### src/rtl/matmul_seq_ctrl.sv
// Sequencer for an NxN signed matrix multiply C = A*B.
// Rows i and i+1 of A are read in parallel against column j of B, so two
// results come out of each pass over k. RAM A's address and write inputs
// go straight through from the host while the sequencer is idle.
//
// state   | meaning
// --------+-------------------------------------------------------------
// S_IDLE  | host owns RAM A; waiting for start
// S_RUN   | issue reads for k = 0..N-1 (A rows i,i+1 / B column j)
// S_DRAIN | wait RD_LAT cycles for the last read data to reach the MACs
// S_WR0   | write MAC0 result to C[i][j]
// S_WR1   | write MAC1 result to C[i+1][j], advance the (i,j) pair
// S_FIN   | last pair written; pulse done on the way back to idle
module matmul_seq_ctrl #(
    parameter int N      = 8,
    parameter int AW     = 6,
    parameter int RD_LAT = 1
) (
    input  logic          clk,
    input  logic          rst_n,
    input  logic          start,
    input  logic          abort,
    input  logic          host_wr,
    input  logic [AW-1:0] host_addr,
    output logic          host_rej,
    output logic [AW-1:0] a_addr1,
    output logic [AW-1:0] a_addr2,
    output logic          a_mwr,
    output logic [AW-1:0] b_addr,
    output logic          mac_en,
    output logic          mac_clr,
    output logic          c_wr,
    output logic [AW-1:0] c_addr,
    output logic          c_sel,
    output logic          busy,
    output logic          done
);

    localparam int LW = $clog2(N);
    localparam logic [LW-1:0] K_LAST     = LW'(N - 1);
    localparam logic [LW-1:0] I_LAST     = LW'(N - 2);
    localparam logic [1:0]    DRAIN_INIT = 2'(RD_LAT - 1);

    typedef enum logic [2:0] {
        S_IDLE,
        S_RUN,
        S_DRAIN,
        S_WR0,
        S_WR1,
        S_FIN
    } state_t;

    state_t            state;
    logic [LW-1:0]     i_cnt;
    logic [LW-1:0]     j_cnt;
    logic [LW-1:0]     k_cnt;
    logic [1:0]        d_cnt;
    logic [RD_LAT-1:0] en_pipe;
    logic [RD_LAT-1:0] clr_pipe;
    logic [LW-1:0]     i_odd;
    logic              idle;

    assign idle  = (state == S_IDLE);
    // i is always even, so row i+1 is i with its low bit set
    assign i_odd = {i_cnt[LW-1:1], 1'b1};

    // RAM address muxing: host pass-through when idle, counters when busy
    always_comb begin
        a_addr1 = host_addr;
        a_addr2 = host_addr;
        b_addr  = '0;
        a_mwr   = host_wr & idle;
        if (!idle) begin
            a_addr1 = AW'({i_cnt, k_cnt});
            a_addr2 = AW'({i_odd, k_cnt});
            b_addr  = AW'({k_cnt, j_cnt});
        end
    end

    // Sequencer FSM with registered strobes and pair counters
    always_ff @(posedge clk or negedge rst_n) begin
        if (!rst_n) begin
            state    <= S_IDLE;
            i_cnt    <= '0;
            j_cnt    <= '0;
            k_cnt    <= '0;
            d_cnt    <= '0;
            busy     <= 1'b0;
            done     <= 1'b0;
            host_rej <= 1'b0;
            c_wr     <= 1'b0;
            c_sel    <= 1'b0;
            c_addr   <= '0;
        end else begin
            host_rej <= host_wr & ~idle;
            done     <= 1'b0;
            c_wr     <= 1'b0;
            c_sel    <= 1'b0;
            c_addr   <= '0;
            if (abort) begin
                state <= S_IDLE;
                i_cnt <= '0;
                j_cnt <= '0;
                k_cnt <= '0;
                d_cnt <= '0;
                busy  <= 1'b0;
            end else begin
                case (state)
                    S_IDLE: begin
                        if (start) begin
                            state <= S_RUN;
                            busy  <= 1'b1;
                        end
                    end
                    S_RUN: begin
                        // k stays at N-1 through DRAIN so the addresses hold
                        if (k_cnt == K_LAST) begin
                            state <= S_DRAIN;
                            d_cnt <= DRAIN_INIT;
                        end else begin
                            k_cnt <= k_cnt + 1'b1;
                        end
                    end
                    S_DRAIN: begin
                        if (d_cnt == 2'd0) begin
                            state  <= S_WR0;
                            c_wr   <= 1'b1;
                            c_sel  <= 1'b0;
                            c_addr <= AW'({i_cnt, j_cnt});
                        end else begin
                            d_cnt <= d_cnt - 1'b1;
                        end
                    end
                    S_WR0: begin
                        state  <= S_WR1;
                        c_wr   <= 1'b1;
                        c_sel  <= 1'b1;
                        c_addr <= AW'({i_odd, j_cnt});
                    end
                    S_WR1: begin
                        k_cnt <= '0;
                        if (i_cnt == I_LAST && j_cnt == K_LAST) begin
                            state <= S_FIN;
                        end else begin
                            state <= S_RUN;
                            if (j_cnt == K_LAST) begin
                                j_cnt <= '0;
                                i_cnt <= i_cnt + LW'(2);
                            end else begin
                                j_cnt <= j_cnt + 1'b1;
                            end
                        end
                    end
                    S_FIN: begin
                        state <= S_IDLE;
                        busy  <= 1'b0;
                        done  <= 1'b1;
                        i_cnt <= '0;
                        j_cnt <= '0;
                        k_cnt <= '0;
                    end
                    default: begin
                        state <= S_IDLE;
                        busy  <= 1'b0;
                    end
                endcase
            end
        end
    end

    // Read-latency delay line turning issue strobes into MAC enables
    always_ff @(posedge clk or negedge rst_n) begin
        if (!rst_n) begin
            en_pipe  <= '0;
            clr_pipe <= '0;
        end else if (abort) begin
            en_pipe  <= '0;
            clr_pipe <= '0;
        end else begin
            en_pipe[0]  <= (state == S_RUN);
            clr_pipe[0] <= (state == S_RUN) && (k_cnt == '0);
            for (int s = 1; s < RD_LAT; s++) begin
                en_pipe[s]  <= en_pipe[s-1];
                clr_pipe[s] <= clr_pipe[s-1];
            end
        end
    end

    assign mac_en  = en_pipe[RD_LAT-1];
    assign mac_clr = clr_pipe[RD_LAT-1];

endmodule

### config.mk
export PLATFORM = sky130hd
export DESIGN_NAME = matmul_seq_ctrl
export DESIGN_NICKNAME = d
export VERILOG_FILES = /design/src/rtl/matmul_seq_ctrl.sv
export SDC_FILE = /design/constraint.sdc
export NUM_CORES = 1
export LEC_CHECK = 0
export CORE_MARGIN = 1
export CORE_UTILIZATION = 33
export DETAILED_ROUTE_END_ITERATION = 10
export PLACE_DENSITY_LB_ADDON = 0.05
export SLEW_MARGIN = 10
export SYNTH_ARGS = -nofsm -noshare
export SYNTH_HDL_FRONTEND = slang
export SYNTH_SLANG_ARGS = --single-unit
### constraint.sdc
create_clock -name clk -period 2.8 [get_ports clk]
set_clock_uncertainty 0.1 [all_clocks]
set_input_delay 0.56 -clock clk [delete_from_list [all_inputs] [get_ports clk]]
set_output_delay 0.56 -clock clk [all_outputs]
set_load 0.1 [all_outputs]
==> impl_metrics.py <==
metrics = {
    "outcome": {
        "outcome": "complete, no violations",
    },
    "critical_path": {
        "timing.reg2reg.setup_slack_ns": 0.74,
        "critPathArrivalTime_ns": 1.88,
        "cp_data_required_time_ns": 2.14,
        "reg2reg_depth": 4,
        "sort_of_element_at_the_end_of_the_critical_path": "output port",
        "crit_type": "register to output port",
        "timing.critical_path.from_type": "register",
        "worst-path-max-fanout": 13,
    },
    "logic_synthesis": {
        "ys.warnings.count": 0,
        "synth-main-ff-cell": "dfrtp_1",
        "ys_seq_area_share_pct": 46.7,
        "synthesis.nets": 153,
        "asyncSetResetFlopFracSynth_pct": 100,
        "syn_inst": 134,
        "yosys.cell_types.count": 35,
        "synth-edff-count": 0,
        "average_size_of_a_mapped_cell_um2": 10.4,
        "ys_ff_latch": 26,
        "synth.cell_area_um2": 1390,
    },
    "sta": {
        "period_utilisation_layout_pct": 90.6,
        "drv_slew": 0,
        "worst_pin_slew_ns": 0.401,
        "timing.final.crit_period_ns": 2.54,
        "timing.setup.tns_ns": 0,
        "rsz0062_at_grt": "no",
        "postLayoutSetupSlackWorst_ns": 0.263,
        "max_freq_mhz": 394,
        "setup_viol_count_final": 0,
        "timing.max_slew.rel_slack_pct": 73.2,
        "final-hold-violation-count": 0,
    },
    "routing": {
        "first_drt_iteration_drcs": 47,
        "detail-route-antenna-nets": 0,
        "route.layer.met1.wl_mm": 1.35,
        "postRouteWirelength_mm": 3.11,
        "vias_post_dr": 1121,
        "via_per_inst": 5.05,
        "met3_wirelength_um": 127,
        "detailroute.wirelength.met2_mm": 1.60,
        "post-route-drc-count": 0,
        "detail_route.first_pass.iterations": 4,
        "routedWlPerCell_um": 14.0,
        "maxUsedRoutingLayer": "met4",
    },
    "layout": {
        "net_count_reported_at_finish": 192,
        "fillerInstances": 373,
        "layoutNonFillerInstCount": 222,
        "final_layout_size_suffix_gt1_share_pct": 30.8,
        "antenna_cells": 0,
        "finalCoreUtilization_pct": 52.4,
        "area_growth_syn_to_layout_pct": 51.5,
    },
    "placed_design": {
        "io_buffers": 42,
        "dp.cells": 218,
        "finalWeightedCongestion": 0.733,
        "dpl_ws_ns": 0.542,
        "dp.final_hpwl_mm": 2.27,
    },
    "floorplanning": {
        "dieArea_um2": 4490,
        "design.portCount": 43,
        "die_h_um": 67.0,
        "die-width_um": 67.0,
        "core_area_um2": 4030,
        "rows": 23,
        "initial_core_util_pct": 34.6,
    },
    "power": {
        "clkPwrFrac_pct": 27.9,
        "ir_worst_vdd_mv": 0.279,
        "seqPwrFrac_pct": 35.1,
        "netSwitchingFraction_pct": 35.9,
        "power.switching_uw": 400,
        "power.static_leakage_nw": 0.960,
        "power_density_nw_per_um2": 527,
        "internal_power_uw": 714,
        "comb_power_share_pct": 37.0,
        "design_power_total_mw": 1.11,
    },
    "clocking": {
        "cts_setup_buffers": 0,
        "cts-buffers-inserted": 3,
        "clk_pin_slew_worst_paths_ns": 0.09,
        "post_cts_resized": 0,
        "clockBufferDepth": 2,
        "cts_tree": "done",
        "cts_root_buf": "clkbuf_8",
        "h-tree-depth": 1,
        "numClockSinks": 26,
        "clock_insertion_delay_worst_skew_ns": 0.27,
        "cts.hold.buffers_added": 0,
    },
    "min_path": {
        "holdPathStages": 1,
        "hp-class": "register to register",
    },
    "global_route": {
        "first_global_vias": 1082,
        "number_of_antenna_violations_at_the_first_check_in_global_routing": 0,
        "gr-usage-all-layers_pct": 15.0,
        "first_pass_grt_wire_length_mm": 5.02,
        "grt_start_max_net_pins": 27,
        "grt_overflow": 0,
    },
    "job": {
        "max_cap_violations": 0,
    },
}
## cell usage after synthesis (all sizes together) (3+ instances only)
| master | number | share of area, % |
|---|---|---|
| a31oi | 5 | 2.2 |
| mux2 | 3 | 2.4 |
| nand4b | 5 | 3.1 |
| inv | 6 | 1.6 |
| nand2 | 7 | 1.9 |
| buf | 6 | 3.1 |
| and2 | 7 | 3.1 |
| or4b | 3 | 2.4 |
| nor3 | 3 | 1.1 |
| a21o | 3 | 1.6 |
| or4 | 3 | 1.6 |
| nor3b | 3 | 1.6 |
| nand2b | 3 | 1.3 |
| dfrtp | 26 | 47 |
| ha | 8 | 7.2 |
| clkbuf | 7 | 1.9 |
| nor2b | 8 | 3.6 |
| nor2 | 7 | 1.9 |
## power groups by stage
stage / clock (mW) / sequential, mW / combinational (mW)
after floorplan: 0 / 0.434 / 0.236
after global placement: 0 / 0.398 / 0.412
after detailed placement: 0 / 0.398 / 0.414
after CTS: 0.320 / 0.391 / 0.415
after global routing: 0.333 / 0.392 / 0.427
final: 0.311 / 0.391 / 0.412
## flip-flops by register name, summed over array words and instances (netlist names)
signal and flops:
i_cnt 2, c_wr 1, mac_clr 1, j_cnt 3
mac_en 1, done 1, d_cnt 2, c_sel 1
k_cnt 3, state 3, busy 1, host_rej 1
c_addr 6
## metal layers
metal	GRT usage [%]	vias up
li1	-	546
met1	17.8	545
met2	26.9	26
met3	2.05	4
met4	5.59	0
met5	0	-
## kinds of logic (layout without fill, tap and decap cells)
logic type,after synthesis,after routing,synth area share [%]
simple gates,59,59,27.4
fa+ha+maj,8,8,7.18
flops,26,26,46.7
mux,4,4,3.14
buf+inv,19,57,6.55
compound gates,18,18,9.07
## cells in the final DEF (no fill, tap or decap), types with 3 or more instances in the layout
master           synthesis  final
a21o_2                   0      3
a31oi_1                  5      5
and2_1                   7      7
buf_12                   0     19
buf_4                    5     18
clkbuf_8                 0      3
clkdlybuf4s50_1          0     10
dfrtp_1                 26     26
ha_1                     8      8
inv_1                    6      6
mux2_2                   3      3
nand2_1                  7      7
nand2b_1                 3      3
nand4b_1                 5      5
nor2_1                   7      5
nor2b_1                  8      7
nor3b_1                  3      3
or4_1                    3      3
## path summary, 6_finish.rpt
check	startpoint	endpoint
max	state[1]$_DFFE_PN0P_	a_addr1[2]
min	k_cnt[2]$_DFFE_PN0P_	mac_clr$_DFF_PN0_
max reg2reg	state[0]$_DFFE_PN0P_	d_cnt[1]$_DFFE_PN0P_
min reg2reg	k_cnt[2]$_DFFE_PN0P_	mac_clr$_DFF_PN0_
max in group asynchronous	rst_n	mac_clr$_DFF_PN0_
min in group asynchronous	rst_n	c_addr[0]$_DFF_PN0_
## metrics by stage
stage / area, um^2 / hold slack [ns]
floorplan: 1430 / 0.164
global placement: 2040 / 0.418
detailed placement: 2040 / 0.420
CTS: 2110 / 0.440
global route: 2110 / 0.466
finish: 2110 / 0.436
## area by class of cell
class | count | area (um^2) | area share (%)
clock buffers | 3 | 41.3 | 1.95
clock inverters | 1 | 30.0 | 1.42
inverters | 6 | 22.5 | 1.07
multi-input cells | 89 | 689 | 32.6
flip-flops and latches | 26 | 651 | 30.8
well taps | 50 | 62.6 | 2.96
repair buffers | 47 | 616 | 29.1
## worst max-delay path, stage by stage, from the launching register on
cell and delay, ns:
dfrtp_1 0.52, nor3_4 0.34, buf_4 0.28, nor2b_4 0.07
a21o_2 0.23, buf_12 0.17
No activity file was read; power rests on OpenSTA's default activity.
